[src/rtl/serializador_32_if.sv]
// -----------------------------------------------------------------------------
// serializador_32_if
// Bundle of the transmit-side handshake and serial link signals.
//   enable      shift tick shared with the receiver (driven by master)
//   data_in     parallel word to transmit            (driven by master)
//   load_valid  data_in is valid                     (driven by master)
//   load_ready  serializer can accept a word         (driven by slave)
//   serial_out  current serial bit                   (driven by slave)
//   frame       serial_out carries word bits         (driven by slave)
//   done        one-cycle pulse after the last bit   (driven by slave)
// -----------------------------------------------------------------------------
interface serializador_32_if #(
    parameter int WIDTH = 32
);
    logic             enable;
    logic [WIDTH-1:0] data_in;
    logic             load_valid;
    logic             load_ready;
    logic             serial_out;
    logic             frame;
    logic             done;

    modport master (
        output enable, data_in, load_valid,
        input  load_ready, serial_out, frame, done
    );

    modport slave (
        input  enable, data_in, load_valid,
        output load_ready, serial_out, frame, done
    );
endinterface

[src/rtl/serializador_32.sv]
// -----------------------------------------------------------------------------
// serializador_32
// Parallel-in, serial-out transmitter. A word is accepted through the
// load_valid/load_ready handshake and shifted out one bit per enable tick,
// MSB first unless MSB_FIRST is 0. frame is high while word bits are on
// serial_out; done pulses for one cycle in the first idle cycle after the
// last bit.
//   clock    system clock, rising edge
//   reset_n  asynchronous active-low reset
//   bus      serializador_32_if.slave (enable, data_in, load_valid in;
//            load_ready, serial_out, frame, done out)
// -----------------------------------------------------------------------------
module serializador_32 #(
    parameter int WIDTH     = 32,
    parameter bit MSB_FIRST = 1'b1
) (
    input logic              clock,
    input logic              reset_n,
    serializador_32_if.slave bus
);
    localparam int CW = $clog2(WIDTH);
    localparam logic [CW-1:0] LAST_BIT = CW'(WIDTH - 1);

    typedef enum logic {
        IDLE  = 1'b0,
        SHIFT = 1'b1
    } state_t;

    state_t           state_q, state_d;
    logic [WIDTH-1:0] sreg_q,  sreg_d;
    logic [CW-1:0]    cnt_q,   cnt_d;
    logic             done_q,  done_d;

    // NOTE: every variable gets a default before the case so no path leaves
    // it unassigned; a missing default here would infer a latch.
    always_comb begin
        state_d = state_q;
        sreg_d  = sreg_q;
        cnt_d   = cnt_q;
        done_d  = 1'b0;

        case (state_q)
            IDLE: begin
                // enable is deliberately ignored here, even on the accept
                // edge, so the first bit always gets a full bit period.
                if (bus.load_valid) begin
                    sreg_d  = bus.data_in;
                    cnt_d   = '0;
                    state_d = SHIFT;
                end
            end

            SHIFT: begin
                // load_valid is ignored while busy: no queuing, no corruption.
                if (bus.enable) begin
                    if (MSB_FIRST) begin
                        sreg_d = {sreg_q[WIDTH-2:0], 1'b0};
                    end else begin
                        sreg_d = {1'b0, sreg_q[WIDTH-1:1]};
                    end

                    if (cnt_q == LAST_BIT) begin
                        // Park the counter at 0 rather than letting it wrap.
                        cnt_d   = '0;
                        done_d  = 1'b1;
                        state_d = IDLE;
                    end else begin
                        cnt_d = cnt_q + CW'(1);
                    end
                end
            end

            default: begin
                state_d = IDLE;
            end
        endcase
    end

    // NOTE: state elements use non-blocking assignments so every flop samples
    // the pre-edge values regardless of statement order.
    always_ff @(posedge clock or negedge reset_n) begin
        if (!reset_n) begin
            state_q <= IDLE;
            sreg_q  <= '0;
            cnt_q   <= '0;
            done_q  <= 1'b0;
        end else begin
            state_q <= state_d;
            sreg_q  <= sreg_d;
            cnt_q   <= cnt_d;
            done_q  <= done_d;
        end
    end

    // Outputs are decoded from registered state only, so they settle
    // immediately on reset assertion without waiting for a clock edge.
    always_comb begin
        bus.load_ready = (state_q == IDLE);
        bus.frame      = (state_q == SHIFT);
        bus.done       = done_q;
        bus.serial_out = 1'b0;
        if (state_q == SHIFT) begin
            bus.serial_out = MSB_FIRST ? sreg_q[WIDTH-1] : sreg_q[0];
        end
    end
endmodule

[src/flat_wrapper.sv]
// flat-port wrapper written by rule: the top's interface ports become plain ports
module serializador_32_flat 
#(
    parameter int WIDTH     = 32,
    parameter bit MSB_FIRST = 1'b1
)
  (clock, reset_n, bus_enable, bus_data_in, bus_load_valid, bus_load_ready, bus_serial_out, bus_frame, bus_done);
  serializador_32_if #(.WIDTH(WIDTH)) bus_i ();
  input logic clock;
  input logic reset_n;
  input wire logic [$bits(bus_i.enable)-1:0] bus_enable;
  input wire logic [$bits(bus_i.data_in)-1:0] bus_data_in;
  input wire logic [$bits(bus_i.load_valid)-1:0] bus_load_valid;
  output wire logic [$bits(bus_i.load_ready)-1:0] bus_load_ready;
  output wire logic [$bits(bus_i.serial_out)-1:0] bus_serial_out;
  output wire logic [$bits(bus_i.frame)-1:0] bus_frame;
  output wire logic [$bits(bus_i.done)-1:0] bus_done;
  assign bus_i.enable = bus_enable;
  assign bus_i.data_in = bus_data_in;
  assign bus_i.load_valid = bus_load_valid;
  assign bus_load_ready = bus_i.load_ready;
  assign bus_serial_out = bus_i.serial_out;
  assign bus_frame = bus_i.frame;
  assign bus_done = bus_i.done;
  serializador_32 #(.WIDTH(WIDTH), .MSB_FIRST(MSB_FIRST)) u_core (.clock(clock), .reset_n(reset_n), .bus(bus_i));
endmodule
[config.mk]
export PLATFORM = sky130hd
export DESIGN_NAME = serializador_32_flat
export DESIGN_NICKNAME = d
export VERILOG_FILES = /design/src/rtl/serializador_32_if.sv /design/src/rtl/serializador_32.sv /design/src/flat_wrapper.sv
export SDC_FILE = /design/constraint.sdc
export NUM_CORES = 1
export LEC_CHECK = 0
export BUFFER_PORTS_ARGS = -buffer_cell sky130_fd_sc_hd__buf_2
export CELL_PAD_IN_SITES_DETAIL_PLACEMENT = 0
export CELL_PAD_IN_SITES_GLOBAL_PLACEMENT = 1
export CORE_UTILIZATION = 30
export DETAILED_ROUTE_END_ITERATION = 6
export PLACE_DENSITY_LB_ADDON = 0.3
export SYNTH_ARGS = -nofsm -noshare
export SYNTH_HDL_FRONTEND = slang
export SYNTH_SLANG_ARGS = --single-unit
export TNS_END_PERCENT = 50
[constraint.sdc]
create_clock -name clock -period 1.85 [get_ports clock]
set_clock_uncertainty 0.2 [all_clocks]
set_input_delay 0.2775 -clock clock [delete_from_list [all_inputs] [get_ports clock]]
set_output_delay 0.2775 -clock clock [all_outputs]
set_load 0.01 [all_outputs]
==> reports/results.md, run 1 <==
• 0 ns — Setup TNS
• 12.13 um — average wire length per cell after detail routing
• 3603 um — final routed wirelength across all metal layers
• 2 — buffer levels on the longest clock path
• 436.3 uV — Max IR drop VDD
• 217 — Mapped Nets
• 0.29 ns — Worst-Skew Late Latency
• 81.52 um — Die X
• sky130_fd_sc_hd__clkbuf_8 — Clock Tree Root
• 0 — number of antenna violations at the first check in global routing
• 0 — Final Max Tran Viols
• 805.8 sq um — combined area of the multi-input logic cells
• 5844 um — wire length of the first global-routing pass
• 10.66 sq um — syn_area_per_cell
• 0.01979 — post-synthesis adder-cell area fraction
• 1610 um — detailed-routed wire length on met2
• 39 x sky130_fd_sc_hd__buf_2, 38 x sky130_fd_sc_hd__dfrtp_1, 36 x sky130_fd_sc_hd__nand2_1 — commonest cells after routing, fill and taps aside
• 4.522 — per-cell via count in the routed design
• 977.2 sq um — storage element area
• 21.17% — layout-stage area growth over the synthesis result
• 0 — detailed-route DRC error count
• 81.52 um — Die Y-Extent
• 2298 sq um — final design instance area without fill
• 623 — count of filler cells inserted in the layout
• 0.2568 — proportion of layout cells with a drive suffix above 1
• flop to primary output — type of the worst setup path
• 4 — router iterations before antenna repair
• 40 — Ports
• 0.2651 — net switching share of the total power
• 1897 sq um — post-synthesis cell area
• 0.001880 W — Pint
• 0 — final setup violation count
• 2 — htree depth
• 0.1055 — post-synthesis share of cell area spent on and, or, nand and nor gates
• multiplexers — combinational family with the most area after synthesis
• 6645 sq um — Total Die Area
• 1781 um — WL met1
• 1.743 ns — minimum clock period after layout
• sky130_fd_sc_hd__dfrtp_2 — cell at the slowest stage of the critical path
• 0.1069 — Synth Area in Compound Gates
• flop — kind of start point of the critical path
• 1343 — total number of vias
• 0.12 ns — Worst R2R Setup Slack
• 39 — number of port buffers
• 0 — count of max-cap constraint violations
• 0 — total inserted antenna cells
• 28 — Rows
• 0.3814 — final core utilization
• 0 — number of warning messages in the yosys log
• 2153 sq um — placed cell area
• 2 — Buf+Inv Stages, Crit Path
• 573.7 MHz — Highest Clock Rate
• 1277 — via count of the first global-routing pass
• 0.192 — combinational power share
• 21 — count of distinct cell types in the synthesized netlist
• 0.08 ns — Clock transition at path regs
• 1.275 nW — leakage power
• no — unrepaired setup endpoints after global routing
• 0.5145 — register area share after synthesis
• 0.42 ns — largest stage delay on the critical path
• yes — clock tree from TritonCTS
• 1.37 ns — critical path required time
• 0 — hold violation total from the final report
• 260 — post-layout net count
• flip-flops — crit-path leading delay family
• 0.0006781 W — switching pwr
• sky130_fd_sc_hd__buf_2 — leading cell type in the layout, fill and taps excluded
• 0 — GRT Residual Overflow
• buf_4 > and2_1 > buf_2 — Critical Path, Cell by Cell
• 0 — xor-xnor portion of the synthesized cell area
• 0.7549 — RePlAce Congestion
• 1113 nW/um^2 — power density relative to cell area
• 1.27 ns — arrival time reported for the critical path endpoint
• primary output — endpoint type of the worst setup path
• 0.1913 — proportion of synthesized area in mux cells
• 147 um — WL met3
• 0.9421 — post-route clock period utilization
• 0.3148 — starting density of the core
• 2580 um — detailed placer's ending HPWL
• 0.481 — fraction of power consumed by sequential logic
• 5 — cts bufs inserted
• complete, no violations — run status
• 39 — #FFs+latches synth
• 76 — DR iter-0 viols
• 43 — pin count of the biggest net entering global routing
• 178 — Synth Instances
• 6026 sq um — core region area
• 39 — clock sinks
• 14 — crit path max fanout
• 0.1205 — global routing usage summed across all routing layers
• met4 — highest routed layer
• 0.6097 — headroom to the max-slew limit
• primary input to flop — Tightest Hold Check Type
• 0.328 — share of total power in the clock network
• 0 — Post-DRT Antenna Nets
• 0.5855 ns — Tightest Pin Transition
through the flow:
step                      power (W)  setup slack, ns  hold WS [ns]  instances
after floorplan            0.001587           0.1575       -0.2181        178
after global placement     0.001736          0.07670        0.1341        288
after detailed placement   0.001749          0.06981        0.1209        288
after CTS                  0.002600          0.04379       0.04969        297
after global routing       0.002743          0.02072       0.04883        297
final                      0.002558           0.1071       0.05585        297
cell type report:
type	count	area share
clock inverter	2	0.02613
timing repair buffer	48	0.1208
multi-input combinational	124	0.3506
sequential	39	0.4252
tap	75	0.04083
clock buffer	6	0.03157
inverter	3	0.004899
cell usage after synthesis:
library cell | n | area (sq um)
sky130_fd_sc_hd__buf_6 | 7 | 78.83
sky130_fd_sc_hd__o21ai_1 | 3 | 15.01
sky130_fd_sc_hd__o22ai_1 | 2 | 12.51
sky130_fd_sc_hd__mux2i_1 | 34 | 340.3
sky130_fd_sc_hd__a31oi_1 | 2 | 12.51
sky130_fd_sc_hd__dfrtp_1 | 39 | 975.9
sky130_fd_sc_hd__nand3_1 | 2 | 10.01
sky130_fd_sc_hd__nand2_1 | 36 | 135.1
sky130_fd_sc_hd__o21ai_0 | 31 | 155.2
sky130_fd_sc_hd__nand3b_1 | 1 | 7.510
sky130_fd_sc_hd__and2_1 | 1 | 6.260
sky130_fd_sc_hd__mux2i_4 | 1 | 22.52
sky130_fd_sc_hd__nand4b_1 | 1 | 8.760
sky130_fd_sc_hd__buf_2 | 4 | 20.02
sky130_fd_sc_hd__nor2b_1 | 1 | 6.260
sky130_fd_sc_hd__a21boi_0 | 1 | 7.510
sky130_fd_sc_hd__nor2_1 | 2 | 7.510
sky130_fd_sc_hd__inv_1 | 3 | 11.26
sky130_fd_sc_hd__ha_1 | 3 | 37.54
sky130_fd_sc_hd__buf_4 | 1 | 7.510
sky130_fd_sc_hd__and3_1 | 3 | 18.77
what timing repair did:
| item | 4_1_cts | 5_1_grt |
|---|---|---|
| setup buffers | 0 | 0 |
| endpoints found under the hold margin | 24 | 0 |
| endpoints found under the setup margin | 0 | 2 |
| gates resized for setup | 0 | 1 |
| hold buffers | 1 | 0 |
sequential cells by signal, summed over array words and instances (netlist names):
signal,cells
u_core.cnt_q,5
u_core.bus.frame,1
u_core.bus.done,1
u_core.sreg_q,32
power by group through the flow:
| stage | Clock (W) | Combinational, W | Sequential [W] |
|---|---|---|---|
| floorplan | 0 | 0.000376 | 0.00121 |
| global placement | 0 | 0.000493 | 0.00124 |
| detailed placement | 0 | 0.000501 | 0.00125 |
| CTS | 0.000866 | 0.000503 | 0.00123 |
| global route | 0.000911 | 0.000569 | 0.00126 |
| finish | 0.000839 | 0.000490 | 0.00123 |
tightest hold or removal path, delay by kind of cell:
kind                   cells  cell delay [ns]
AOI/OAI and AO/OA          1             0.11
buffers and inverters      1             0.07
muxes                      1             0.05
routing by layer:
layer  GRT usage  up-vias
li1            -      700
met1      0.1490      613
met2      0.1883       24
met3     0.03889        6
met4     0.05893        0
met5           0        -
worst paths after layout:
path                                    from                end  depth (start not counted)
hold reg to reg            u_core.sreg_q[16]  u_core.sreg_q[16]                          2
setup / recovery            u_core.bus.frame     bus_serial_out                          3
hold / removal                bus_data_in[8]   u_core.sreg_q[8]                          3
min in group asynchronous            reset_n  u_core.sreg_q[26]                          2
setup reg to reg             u_core.cnt_q[1]    u_core.cnt_q[3]                          6
max in group asynchronous            reset_n  u_core.sreg_q[23]                          3
cell families (layout without fill, tap and decap cells):
logic type,after synthesis,count (layout)
AO/OA/AOI/OAI,39,39
adder cells (fa/ha/maj),3,3
buffers and inverters,15,59
flip-flops,39,39
multiplexers,35,35
AND/OR/NAND/NOR,47,47
Note: power is estimated with default switching activity, not from simulation.
==> inputs of run 2 (changes only) <==
BUFFER_PORTS_ARGS = -buffer_cell sky130_fd_sc_hd__buf_4   (was -buffer_cell sky130_fd_sc_hd__buf_2)
==> run 2 against run 1 <==
Final area rose by 2.0%; non-clock buffer count fell by 2; die area unchanged; critical path type is now flop to flop; critical endpoint is now u_core.cnt_q[0].
==> reports/results.md, run 2 (same netlist as run 1, synthesis figures left out) <==
• 81.52 um — Die Y-Extent
• 0 — total inserted antenna cells
• 48 — pin count of the biggest net entering global routing
• flop to flop — type of the worst setup path
• 295 — non-filler instance count after layout
• 3700 um — final routed wirelength across all metal layers
• 6141 um — wire length of the first global-routing pass
• 0 — Final Max Tran Viols
• 1359 — via count of the first global-routing pass
• 0 — number of antenna violations at the first check in global routing
• 0.3148 — starting density of the core
• 6026 sq um — core region area
• 2 — buffer levels on the longest clock path
• 1.76 ns — arrival time reported for the critical path endpoint
• 4 — router iterations before antenna repair
• u_core.sreg_q x32, u_core.cnt_q x5 — leading registers by flop count
• 0 ns — Setup TNS
• u_core.cnt_q[0] — capture endpoint of the worst hold path
• 0 — count of max-cap constraint violations
• u_core.cnt_q[1] — worst r2r src
• flop — endpoint type of the worst setup path
• 0.09344 ns — final worst setup slack
• 6645 sq um — Total Die Area
• 0.3891 — final core utilization
• 2 — htree depth
• yes — clock tree from TritonCTS
• flop — kind of start point of the critical path
• sky130_fd_sc_hd__buf_4 — leading cell type in the layout, fill and taps excluded
• complete, no violations — run status
• 81.52 um — Die X
• primary input to flop — Tightest Hold Check Type
• 39 — number of port buffers
• 985.2 nW/um^2 — power density relative to cell area
• 39 — clock sinks
• flip-flops — crit-path leading delay family
• 0 — Buf+Inv Stages, Crit Path
• 0.05684 ns — pre-CTS setup slack
• 624 — count of filler cells inserted in the layout
• 808.3 sq um — combined area of the multi-input logic cells
• 0.002310 W — power after layout
• u_core.cnt_q[0] — worst flop-to-flop path endpoint
• 0.7094 — RePlAce Congestion
• 258 — post-layout net count
• no — unrepaired setup endpoints after global routing
• 6 — cells on worst reg2reg path
• 1.85 ns — critical path required time
• 0 — final setup violation count
• 977.2 sq um — storage element area
• 5 — cts bufs inserted
• 1.757 ns — minimum clock period after layout
• 40 — Ports
• 32 — number of flip-flops under the largest register name
• 0.9495 — post-route clock period utilization
• 23.61% — layout-stage area growth over the synthesis result
• 1330 — total number of vias
• 370.4 uV — Max IR drop VDD
• 0.5114 ns — Tightest Pin Transition
• 4 — crit path max fanout
• u_core.sreg_q — Top reg by flops
• 0.2500 — proportion of layout cells with a drive suffix above 1
• 0.28 ns — Worst-Skew Late Latency
• 2523 um — detailed placer's ending HPWL
• 569.3 MHz — Highest Clock Rate
• 12.54 um — average wire length per cell after detail routing
• 0.07 ns — Clock transition at path regs
• 0.09 ns — Worst R2R Setup Slack
• 4.508 — per-cell via count in the routed design
• bus_load_valid — min-delay src
• 286 — cell count after placement
• 0 — Post-DRT Antenna Nets
• 0 — GRT Residual Overflow
• sky130_fd_sc_hd__dfrtp_1 — cell at the slowest stage of the critical path
• 0 — Post-CTS Setup Inserts
• ha_1 > and3_1 > ha_2 > nor2b_2 > mux2i_1 > o22ai_1 — Critical Path, Cell by Cell
• 28 — Rows
• 1.279 nW — leakage power
• u_core.cnt_q[1] — Worst Setup SP
• 0 — hold violation total from the final report
• 2 — number of cells on the worst hold path
• 0 — detailed-route DRC error count
• 0.1234 — global routing usage summed across all routing layers
• 0.41 ns — largest stage delay on the critical path
• 37 — DR iter-0 viols
• sky130_fd_sc_hd__clkbuf_8 — Clock Tree Root
• 0.6591 — headroom to the max-slew limit
• 43 x sky130_fd_sc_hd__buf_4, 38 x sky130_fd_sc_hd__dfrtp_1, 36 x sky130_fd_sc_hd__nand2_1 — commonest cells after routing, fill and taps aside
## run 2: cell count changes in the layout (fill, tap and decap cells not counted), sizes merged
| cell | previous run | this run |
|---|---|---|
| clkinv | 0 | 1 |
| clkbuf | 6 | 7 |
| bufinv | 2 | 0 |
| buf | 47 | 45 |
## run 2: how the worst max path moves through the flow
stage | endpoint | slack (ns) | depth (start not counted)
global route | u_core.cnt_q[0] | 0.0009 | 6
CTS | u_core.cnt_q[0] | 0.04 | 6
detailed placement | u_core.cnt_q[0] | 0.06 | 6
global placement | u_core.cnt_q[3] | 0.09 | 6
finish | u_core.cnt_q[0] | 0.09 | 6
floorplan | u_core.cnt_q[3] | 0.16 | 6
## run 2: through the flow
step | hold WS (ns) | area (sq um)
floorplan | -0.2181 | 1897
global placement | 0.09128 | 2248
detailed placement | 0.08992 | 2248
CTS | 0.03197 | 2340
global route | 0.04157 | 2345
finish | 0.04318 | 2345
## run 2: timing repair
action                                  CTS  global route
endpoints found under the hold margin    39             0
gates resized for setup                   0             2
endpoints found under the setup margin    0             2
hold buffers                              1             0
## run 2: cell type report
type,instances,area share
Sequential cell,39,0.4168
Multi-Input combinational cell,124,0.3447
Timing Repair Buffer,46,0.1590
Tap cell,75,0.04002
Clock buffer,7,0.03255
Inverter,3,0.004803
Clock inverter,1,0.002134
## run 2: power by group
group / switching, W / total (W) / internal (W)
logic: 0.000246 / 0.000526 / 0.000280
clock network: 0.000290 / 0.000555 / 0.000265
registers: 0.000139 / 0.00123 / 0.00109
total: 0.000675 / 0.00231 / 0.00163
## run 2: per-layer routing
metal	vias to the layer above	GRT usage	part of all wire
li1	695	-	-
met1	609	0.1506	0.49
met2	21	0.2058	0.46
met3	5	0.03333	0.040
met4	0	0.04821	0.015
met5	-	0	0
## run 2: worst register-to-register path, stage by stage (launching register included)
cell and delay, ns:
sky130_fd_sc_hd__dfrtp_1 0.41, sky130_fd_sc_hd__ha_1 0.21, sky130_fd_sc_hd__and3_1 0.21, sky130_fd_sc_hd__ha_2 0.19
sky130_fd_sc_hd__nor2b_2 0.18, sky130_fd_sc_hd__mux2i_1 0.09, sky130_fd_sc_hd__o22ai_1 0.19
==> inputs of run 3 (changes only) <==
CORE_ASPECT_RATIO = 1.25   (was not set)
SLEW_MARGIN = 20   (was not set)
==> run 3 against run 2 <==
Sequential power barely moved; register-to-register slack improved by 0.05 ns; routed wire length fell by 0.95%; final area rose by 1.4%; hold slack got worse by 0.021 ns; combinational power barely moved; total power rose by 5.5%; cell count rose by 3.7%; sequential cell count did not move; sequential share of layout area fell by 0.59 points; worst setup slack improved by 0.017 ns; via count rose by 0.90%.
==> reports/results.md, run 3 (same netlist as run 1, synthesis figures left out) <==
• 90.90 um — Die Y-Extent
• 3665 um — final routed wirelength across all metal layers
• 0.5092 ns — Tightest Pin Transition
• 6451 um — wire length of the first global-routing pass
• 2 — htree depth
• 2528 um — detailed placer's ending HPWL
• 3 — Buf+Inv Stages, Crit Path
• 51 — DR iter-0 viols
• 1342 — total number of vias
• complete, no violations — run status
• sky130_fd_sc_hd__dfrtp_2 — cell at the slowest stage of the critical path
• 40 — pin count of the biggest net entering global routing
• flop to primary output — type of the worst setup path
• 0.1268 — global routing usage summed across all routing layers
• 6647 sq um — Total Die Area
• 0.7392 — RePlAce Congestion
• 39 — clock sinks
• buf_4 > buf_4 > buf_4 — Critical Path, Cell by Cell
• 0 — final setup violation count
• sky130_fd_sc_hd__buf_4 — Most common cell on crit path
• 0 — GRT Residual Overflow
• 5 — cts bufs inserted
• 0 — hold violation total from the final report
• 1025 nW/um^2 — power density relative to cell area
• buffers and inverters — crit-path leading delay family
• 1.26 ns — arrival time reported for the critical path endpoint
• primary input to flop — Tightest Hold Check Type
• 4 — router iterations before antenna repair
• 0 — detailed-route DRC error count
• 0.28 ns — Worst-Skew Late Latency
• 32 — Rows
• 260 — post-layout net count
• flop — kind of start point of the critical path
• 1354 — via count of the first global-routing pass
• 0.9406 — post-route clock period utilization
• 0 — Post-CTS Setup Inserts
• 977.2 sq um — storage element area
• 2 — buffer levels on the longest clock path
• 40 — Ports
• no — unrepaired setup endpoints after global routing
• 25.40% — layout-stage area growth over the synthesis result
• 0 — Post-DRT Antenna Nets
• 0.1100 ns — final worst setup slack
• 0.3096 — starting density of the core
• 0 ns — Setup TNS
• sky130_fd_sc_hd__buf_4 — leading cell type in the layout, fill and taps excluded
• 648 — count of filler cells inserted in the layout
• 6126 sq um — core region area
• 0.05465 ns — pre-CTS setup slack
• 32 — number of flip-flops under the largest register name
• 0.02257 ns — Fin Hold WS
• 0.46 ns — largest stage delay on the critical path
• 0.2534 — proportion of layout cells with a drive suffix above 1
• sky130_fd_sc_hd__clkbuf_8 — Clock Tree Root
• 574.7 MHz — Highest Clock Rate
• 0.6605 — headroom to the max-slew limit
• 805.8 sq um — combined area of the multi-input logic cells
• 11.98 um — average wire length per cell after detail routing
• 0 — total inserted antenna cells
• yes — clock tree from TritonCTS
• 0 — number of antenna violations at the first check in global routing
• 0.07 ns — Clock transition at path regs
• 0 — count of max-cap constraint violations
• 4.386 — per-cell via count in the routed design
• 1.37 ns — critical path required time
• 1.740 ns — minimum clock period after layout
• 509.3 uV — Max IR drop VDD
• 46 x sky130_fd_sc_hd__buf_4, 38 x sky130_fd_sc_hd__dfrtp_1, 36 x sky130_fd_sc_hd__nand2_1 — commonest cells after routing, fill and taps aside
• 0.002438 W — power after layout
• u_core.sreg_q — Top reg by flops
• 39 — number of port buffers
• 73.12 um — Die X
• u_core.sreg_q x32, u_core.cnt_q x5 — leading registers by flop count
• primary output — endpoint type of the worst setup path
• 9 — crit path max fanout
• 1.295 nW — leakage power
• 0 — Final Max Tran Viols
## run 3: cell types whose count changed in the layout (fill, tap and decap cells not counted)
cell | before | now
sky130_fd_sc_hd__ha_2 | 1 | 0
sky130_fd_sc_hd__ha_1 | 2 | 3
sky130_fd_sc_hd__clkinv_2 | 1 | 0
sky130_fd_sc_hd__buf_4 | 43 | 46
sky130_fd_sc_hd__bufinv_16 | 0 | 1
sky130_fd_sc_hd__clkbuf_1 | 2 | 1
sky130_fd_sc_hd__buf_12 | 2 | 1
## run 3: layer usage
metal,vias up,track usage,routed length (um)
met5,-,0,0
met4,0,0.04902,61
met3,5,0.03571,147
met2,22,0.1860,1728
met1,618,0.1746,1727
li1,697,-,-
## run 3: worst paths after layout
check	from	end	slack, ns	depth (start not counted)
setup / recovery	u_core.bus.frame	bus_frame	0.11	3
hold / removal	bus_load_valid	u_core.cnt_q[0]	0.02	2
setup reg to reg	u_core.cnt_q[1]	u_core.cnt_q[3]	0.14	6
hold reg to reg	u_core.sreg_q[28]	u_core.sreg_q[28]	0.28	2
max in group asynchronous	reset_n	u_core.bus.frame	0.76	2
min in group asynchronous	reset_n	u_core.sreg_q[26]	0.31	2
## run 3: area by class of cell
| type | instances | area share |
|---|---|---|
| clock buffers | 6 | 0.03051 |
| clock inverters | 1 | 0.01262 |
| inverters | 3 | 0.004734 |
| multi-input cells | 124 | 0.3388 |
| flip-flops and latches | 39 | 0.4108 |
| well taps | 85 | 0.04471 |
| repair buffers | 48 | 0.1578 |
## run 3: stage by stage
stage / std cells / utilization / cell area (sq um)
3_5_place_dp: 298 / 0.3695 / 2263
2_1_floorplan: 178 / - / 1897
4_1_cts: 306 / 0.3879 / 2376
3_3_place_gp: 298 / 0.3695 / 2263
5_1_grt: 306 / 0.3883 / 2379
6_report: 306 / 0.3883 / 2379
## run 3: timing repair
| item | 4_1_cts | 5_1_grt |
|---|---|---|
| setup endpoints to repair | 0 | 2 |
| endpoints found under the hold margin | 39 | 0 |
| hold buffers | 1 | 0 |
| resized for setup | 0 | 1 |
## run 3: power by group
part           switching, W  leakage (nW)  total, W  internal [W]
combinational      0.000248         0.722  0.000525      0.000278
sequential         0.000142         0.522   0.00123       0.00109
clock              0.000285        0.0513  0.000681      0.000395
